$ cat config.mk
export PLATFORM = sky130hd
export DESIGN_NAME = conv_stream
export DESIGN_NICKNAME = d
export VERILOG_FILES = /design/src/rtl/conv_stream.sv
export SDC_FILE = /design/constraint.sdc
export NUM_CORES = 1
export LEC_CHECK = 0
export CAP_MARGIN = 20
export CORE_ASPECT_RATIO = 0.75
export CORE_MARGIN = 8
export CORE_UTILIZATION = 65
export DETAILED_ROUTE_END_ITERATION = 6
export PLACE_DENSITY = 0.83
export SYNTH_ARGS = -nofsm -noshare
export SYNTH_HDL_FRONTEND = slang
export SYNTH_SLANG_ARGS = --single-unit
$ cat constraint.sdc
create_clock -name clk -period 56.3 [get_ports clk]
set_clock_uncertainty 0.05 [all_clocks]
set_input_delay 8.445 -clock clk [delete_from_list [all_inputs] [get_ports clk]]
set_output_delay 8.445 -clock clk [all_outputs]
set_load 0.03 [all_outputs]
$ cat src/rtl/conv_stream.sv
// rtl/conv_stream.sv - two-stream 1-D linear/circular convolution engine with serial result burst
module conv_stream #(
  parameter int DATA_W = 3,
  parameter int LEN    = 4,
  parameter int OUT_W  = 2 * DATA_W + $clog2(LEN)
) (
  input  logic              clk,
  input  logic              rst,
  input  logic              in_valid,
  input  logic [DATA_W-1:0] in_data1,
  input  logic [DATA_W-1:0] in_data2,
  input  logic              mode,
  output logic              out_valid,
  output logic [OUT_W-1:0]  out_data,
  output logic              busy
);

  localparam int IW = (LEN > 1) ? $clog2(LEN) : 1;
  localparam int KW = $clog2(2 * LEN);
  localparam logic [KW-1:0] N_LIN  = KW'(2 * LEN - 1);
  localparam logic [KW-1:0] N_CIRC = KW'(LEN);
  localparam logic [IW-1:0] LAST_IDX = IW'(LEN - 1);

  typedef enum logic [1:0] {IDLE, LOAD, CALC, OUT} state_t;

  state_t            state_q;
  logic [DATA_W-1:0] a_q [LEN];
  logic [DATA_W-1:0] b_q [LEN];
  logic [IW-1:0]     idx_q;
  logic [KW-1:0]     k_q;
  logic              mode_q;
  logic              out_valid_q;
  logic [OUT_W-1:0]  out_data_q;
  logic              busy_q;
  logic [OUT_W-1:0]  conv_d;
  logic [KW-1:0]     n_out;

  assign out_valid = out_valid_q;
  assign out_data  = out_data_q;
  assign busy      = busy_q;
  assign n_out     = mode_q ? N_CIRC : N_LIN;

  // Result c[k_q]: sum every product a[i]*b[j] whose index pair lands on output k_q
  always_comb begin
    logic [2*DATA_W-1:0] prod;
    logic                hit;
    prod   = '0;
    hit    = 1'b0;
    conv_d = '0;
    for (int i = 0; i < LEN; i++) begin
      for (int j = 0; j < LEN; j++) begin
        prod = a_q[i] * b_q[j];
        hit  = mode_q ? (((i + j) % LEN) == int'(k_q)) : ((i + j) == int'(k_q));
        if (hit) begin
          conv_d = conv_d + OUT_W'(prod);
        end
      end
    end
  end

  // Frame sequencer: capture samples, then stream one registered result per cycle
  always_ff @(posedge clk) begin
    if (rst) begin
      state_q     <= IDLE;
      idx_q       <= '0;
      k_q         <= '0;
      mode_q      <= 1'b0;
      out_valid_q <= 1'b0;
      out_data_q  <= '0;
      busy_q      <= 1'b0;
      for (int i = 0; i < LEN; i++) begin
        a_q[i] <= '0;
        b_q[i] <= '0;
      end
    end else begin
      case (state_q)
        IDLE: begin
          out_valid_q <= 1'b0;
          out_data_q  <= '0;
          k_q         <= '0;
          if (in_valid) begin
            a_q[0]  <= in_data1;
            b_q[0]  <= in_data2;
            mode_q  <= mode;
            idx_q   <= IW'(1);
            busy_q  <= 1'b1;
            state_q <= (LEN == 1) ? CALC : LOAD;
          end else begin
            busy_q <= 1'b0;
          end
        end
        LOAD: begin
          if (in_valid) begin
            a_q[idx_q] <= in_data1;
            b_q[idx_q] <= in_data2;
            idx_q      <= idx_q + IW'(1);
            if (idx_q == LAST_IDX) begin
              state_q <= CALC;
            end
          end else begin
            // early end of frame: remaining samples stay zero
            state_q <= CALC;
          end
        end
        CALC: begin
          out_data_q  <= conv_d;
          out_valid_q <= 1'b1;
          k_q         <= k_q + KW'(1);
          state_q     <= OUT;
        end
        OUT: begin
          if (k_q == n_out) begin
            out_valid_q <= 1'b0;
            out_data_q  <= '0;
            busy_q      <= 1'b0;
            idx_q       <= '0;
            k_q         <= '0;
            state_q     <= IDLE;
            for (int i = 0; i < LEN; i++) begin
              a_q[i] <= '0;
              b_q[i] <= '0;
            end
          end else begin
            out_data_q <= conv_d;
            k_q        <= k_q + KW'(1);
          end
        end
        default: state_q <= IDLE;
      endcase
    end
  end

endmodule
==> results.txt, run 1 <==
Final Hold Fails = 0
Most frequent cells in the layout = ha_1 (165), inv_1 (153), nand2_1 (149), and2_1 (94), nor2_1 (90)
Top delay family on crit path = adder cells
WS Path Type = register to register
Overflow after GRT = 0
CTS buffer count = 5
# DRC = 0
Register area share after synthesis = 10.9%
Core area = 15,100 µm²
CTS tree = built
First-pass GRT wire length = 39,800 µm
Placed insts = 1,435
Nets = 1,479
Most common cell after layout, fill and taps aside = ha_1
Synth-to-Final Area Change = 4.18%
Worst skew pair latency = 0.28 ns
CTS max path bufs = 2
Number of synthesized register bits = 42
Final Cycle Share = 41.2%
Initial DRC count = 671
Gate Count Post-Synth = 1,260
Highest clock rate = 43.1 MHz
Routed Antenna Nets = 0
Net count after synthesis = 1,502
Initial core utilization = 65.9%
Die Area = 19,500 µm²
Setup-failing EPs final = 0
Row count = 39
Critical Path Max Stage Delay = 0.59 ns
Hpwl dp = 19,100 µm
Worst slew margin = 29.8%
Initial antenna violation count = 0
Placer congestion estimate = 0.922
Leak pwr = 0.00543 µW
Crit-path slowest cell = edfxtp_1
# clock sinks = 42
Hold buffer count at CTS = 0
Routed WL = 23,900 µm
Largest net degree at the start of global routing = 59
ANT cells = 0
Buffers on Ports = 19
Syn Std Cell Area = 9930 µm²
Via count = 8,487
DR vias/cell = 5.88
H-tree levels = 2
# resized after CTS = 0
GR Util All Layers = 24.5%
Final Slew Violations = 0
Worst-Margin Slew = 1.05 ns
Outcome = completed
Main synth FF type = edfxtp_1
Max-cap violations = 0
Pwr dens = 31.7 nW/µm²
Layout cells sized above 1 = 3.23%
Mapped Avg Cell Area = 7.88 µm²
Async set or reset register ratio after synthesis = 0%
DRT Pass-1 Iters = 5
Die Y = 123 µm
YS warnings = 0
Worst Path Buf+Inv = 17
I/O pins = 20
Sum Neg Setup Slack = 0 ns
Crit-path max FO = 13
Crit path required time = 56.42 ns
Netlist cell types = 69
EDFF count, synth = 24
Worst Hold Class = register to register
Number of global-route vias before repair = 8,233
Layout Cells excl Fill = 1,443
Crit path launch type = register
Critical Path End Type = register
Peak supply drop = 30.8 µV
Routed WL per cell = 16.6 µm
CTS clock-pin slew for the worst setup and hold paths = 0.06 ns
WP data arrival = 23.32 ns
Fin crit period = 23.20 ns
Fill count = 1,216
Final core occ = 68.6%
Die width = 159 µm
Root Buffer = clkbuf_16
Post-CTS Setup Inserts = 0
RSZ-0062 raised after global routing = false
## per-stage QoR
step	power [µW]	setup WS [ns]	hold slack (ns)	cell area, µm²
final	328	33.10	0.412	10300
after detailed placement	296	33.23	0.396	10200
after global routing	364	31.57	0.442	10300
after global placement	284	33.86	0.395	10200
after floorplan	242	35.23	0.415	9930
after CTS	325	33.17	0.412	10300
## cells by family (layout without fill, tap and decap cells)
| kind of cell | after synthesis | after routing | synth area share, % |
|---|---|---|---|
| AO/OA/AOI/OAI | 235 | 235 | 15.2 |
| XOR/XNOR | 66 | 66 | 6.64 |
| flip-flops | 42 | 42 | 10.9 |
| buffers and inverters | 206 | 184 | 7.85 |
| multiplexers | 23 | 23 | 2.59 |
| AND/OR/NAND/NOR | 456 | 456 | 22.7 |
| adder cells (fa/ha/maj) | 232 | 232 | 34.2 |
## worst min-delay path: cells and delay by family, from the launching register on
kind             cells  cell delay [ns]
AO/OA/AOI/OAI        1             0.05
AND/OR/NAND/NOR      1             0.05
flip-flops           1             0.32
## power by group
part	switching [µW]	internal, µW	total, µW	leakage (µW)
Combinational	146	107	254	0.00496
Sequential	9.17	37.2	46.4	0.000397
Clock	11.3	16.4	27.7	0.0000689
## cell usage after synthesis, types with 2 or more instances
cell type,number,share of area [%]
o22ai_1,2,0.13
nand4b_1,2,0.18
buf_2,2,0.10
buf_1,3,0.11
or2_2,4,0.25
o311ai_1,3,0.26
dfxtp_1,18,3.6
a21boi_0,6,0.45
nor2_1,90,3.4
o21a_1,7,0.53
nand2b_1,25,1.6
o211ai_2,2,0.25
and3_1,20,1.3
a21o_1,36,2.7
a31oi_1,7,0.44
xnor2_4,2,0.55
o211ai_1,3,0.23
inv_1,153,5.8
nand4_1,2,0.13
mux2i_1,10,1.0
clkbuf_1,47,1.8
a311o_1,2,0.20
a211oi_1,12,0.91
mux2_2,11,1.2
nand3b_1,5,0.38
nor2b_1,33,2.1
a22oi_1,2,0.15
a21oi_1,62,3.1
ha_1,166,21
and2_1,94,5.9
xor2_1,17,1.5
o21bai_1,4,0.30
o21ai_1,11,0.55
nor3b_1,2,0.15
or3_1,6,0.38
nor3_1,11,0.55
a22o_1,4,0.35
nand3_1,8,0.40
a211o_1,2,0.18
edfxtp_1,24,7.3
o31ai_1,9,0.68
nand2_1,149,5.6
xnor2_1,43,3.8
fa_1,66,13
o21ai_0,49,2.5
## area by class of cell
cell class / instances / area, µm² / share of cell area (%)
clock buffer: 6 / 129 / 1.25
clock inverter: 2 / 12.5 / 0.121
inverter: 153 / 574 / 5.55
multi-input combinational: 1012 / 8080 / 78.0
sequential: 42 / 1080 / 10.4
tap: 205 / 256 / 2.48
timing repair buffer: 23 / 220 / 2.13
## registers in the layout (all words and copies together), names as in the netlist
| name | count |
|---|---|
| a_q | 12 |
| b_q | 12 |
| out_data | 8 |
| k_q | 3 |
| idx_q | 2 |
| state_q | 2 |
| busy | 1 |
| mode_q | 1 |
| out_valid | 1 |
## final timing paths
check / cells after the start / start / slack [ns] / end
setup / recovery: 101 / b_q[0][0] / 33.10 / out_data[7]
hold / removal: 2 / out_data[7] / 0.41 / out_data[7]
setup reg to reg: 101 / b_q[0][0] / 33.10 / out_data[7]
hold reg to reg: 2 / out_data[7] / 0.41 / out_data[7]
## per-layer routing
layer	share of wire, %	global-route usage (%)	vias up	wire, µm
li1	-	-	4134	-
met1	47	34.6	4043	11300
met2	44	40.1	287	10500
met3	7.7	2.66	23	1840
met4	1.3	5.10	0	307
met5	0	0	-	0
(Power assumes the default switching activity.)
==> run 2, diff against run 1 <==
==> constraint.sdc (replaced) <==
create_clock -name clk -period 23 [get_ports clk]
set_clock_uncertainty 0.05 [all_clocks]
set_input_delay 3.45 -clock clk [delete_from_list [all_inputs] [get_ports clk]]
set_output_delay 3.45 -clock clk [all_outputs]
set_load 0.03 [all_outputs]
==> run 2 against run 1 <==
Power rose to 2.7 times the previous value; clock power rose to 2.9 times the previous value; maximum frequency rose by 4.4%; critical path depth rose by 2; largest power group unchanged; highest routed layer unchanged.
==> results.txt, run 2 (same netlist as run 1, synthesis figures left out) <==
DR vias/cell = 5.88 (about the same)
WP data arrival = 22.34 ns (-0.98 ns)
Worst-Margin Slew = 1.02 ns (-0.0240 ns)
Sum Neg Setup Slack = 0 ns (unchanged)
Crit path required time = 23.13 ns (-33.29 ns)
Row count = 39 (unchanged)
Max-cap violations = 0 (unchanged)
Final core occ = 71.6% (+3.0 points)
Layout cells sized above 1 = 7.96% (+4.7 points)
Largest net degree at the start of global routing = 59 (unchanged)
Critical Path Max Stage Delay = 0.57 ns (-0.02 ns)
Die Area = 19,500 µm² (unchanged)
Crit path launch type = register
DRT Pass-1 Iters = 5 (unchanged)
CTS clock-pin slew for the worst setup and hold paths = 0.06 ns (about the same)
Most frequent cells in the layout = ha_1 (156), inv_1 (153), nand2_1 (148), and2_1 (94), nor2_1 (89)
Nets = 1,498 (+1.3%)
Fin crit period = 22.22 ns (-0.987 ns)
Core area = 15,100 µm² (unchanged)
Final Cycle Share = 96.6% (+55 points)
CTS tree = built
Final Hold Fails = 0 (unchanged)
GR Util All Layers = 24.5% (about the same)
Via count = 8,599 (+1.3%)
H-tree levels = 2 (unchanged)
Root Buffer = clkbuf_16
Worst Hold Class = register to register
Synth-to-Final Area Change = 8.67%
Overflow after GRT = 0 (unchanged)
Cell repeated most along the worst path = inv_1
Die Y = 123 µm (unchanged)
Leak pwr = 0.00557 µW (+2.6%)
Placer congestion estimate = 0.914 (-0.89%)
CTS buffer count = 5 (unchanged)
Worst slew margin = 31.5% (+1.7 points)
Most common cell after layout, fill and taps aside = ha_1
ANT cells = 0 (unchanged)
Buffers on Ports = 19 (unchanged)
Routed Antenna Nets = 0 (unchanged)
Routed WL per cell = 17.1 µm (+3.1%)
Hold buffer count at CTS = 0 (unchanged)
Outcome = completed
Crit-path slowest cell = fa_1
# DRC = 0 (unchanged)
Number of global-route vias before repair = 8,261 (+0.34%)
Pwr dens = 82.3 nW/µm² (+160%)
Worst skew pair latency = 0.28 ns (about the same)
# clock sinks = 42 (unchanged)
Routed WL = 25,000 µm (+4.5%)
Initial antenna violation count = 0 (unchanged)
Final Slew Violations = 0 (unchanged)
Highest clock rate = 45.0 MHz (+4.4%)
Die width = 159 µm (unchanged)
WS Path Type = register to register
Hpwl dp = 19,100 µm (about the same)
I/O pins = 20 (unchanged)
Fill count = 1,155 (-5.0%)
CTS max path bufs = 2 (unchanged)
Initial core utilization = 65.9% (unchanged)
Peak supply drop = 75.2 µV (+140%)
Critical Path End Type = register
First-pass GRT wire length = 39,900 µm (+0.12%)
Initial DRC count = 713 (+6.3%)
Crit-path max FO = 5 (-8)
Setup-failing EPs final = 0 (unchanged)
run 2: critical path, delay by kind of cell (launching register included):
kind            cells  cell delay [ns]
mux                 1             0.48
simple gates       19             2.51
flops               1             0.38
xor+xnor            7             1.21
buf+inv            19             1.04
fa+ha+maj          33            13.22
compound gates     24             3.20
run 2: worst paths after layout:
check / start / endpoint / slack (ns) / cells past startpoint
min reg2reg: out_data[7] / out_data[7] / 0.41 / 2
min: out_data[7] / out_data[7] / 0.41 / 2
max reg2reg: b_q[0][0] / out_data[7] / 0.78 / 103
max: b_q[0][0] / out_data[7] / 0.78 / 103
run 2: timing repair:
action | in CTS | in global routing
setup buffers | 0 | 14
pin swaps | 0 | 16
resized for setup | 1 | 49
setup endpoints to repair | 1 | 4
run 2: metrics by stage:
stage	hold slack [ns]	cell area, µm²	std cells	total power, µW	setup WS [ns]
after floorplan	0.415	9930	1260	593	1.93
after global placement	0.395	10200	1440	698	0.587
after detailed placement	0.399	10200	1440	726	0.0339
after CTS	0.409	10400	1448	812	0.0951
after global routing	0.437	10800	1462	978	-0.236
final	0.408	10800	1462	888	0.785
run 2: metal layers:
metal  wire length [µm]  global-route usage (%)
met4                582                    6.88
met5                  0                       0
met2              11000                    39.6
met1              11500                    34.2
met3               1930                    3.19
run 2: where the power goes:
| group | leakage [µW] | total [µW] | switching (µW) | internal [µW] |
|---|---|---|---|---|
| clock | 0.0000842 | 80.5 | 29.1 | 51.4 |
| combinational | 0.00509 | 703 | 395 | 308 |
| sequential | 0.000397 | 105 | 13.7 | 90.9 |
run 2: layout make-up:
class	instances	area, µm²	share of cell area, %
Sequential cell	42	1080	10.0
Clock inverter	3	43.8	0.406
Timing Repair Buffer	42	363	3.36
Multi-Input combinational cell	1012	8350	77.4
Tap cell	205	256	2.38
Inverter	153	574	5.32
Clock buffer	5	125	1.16
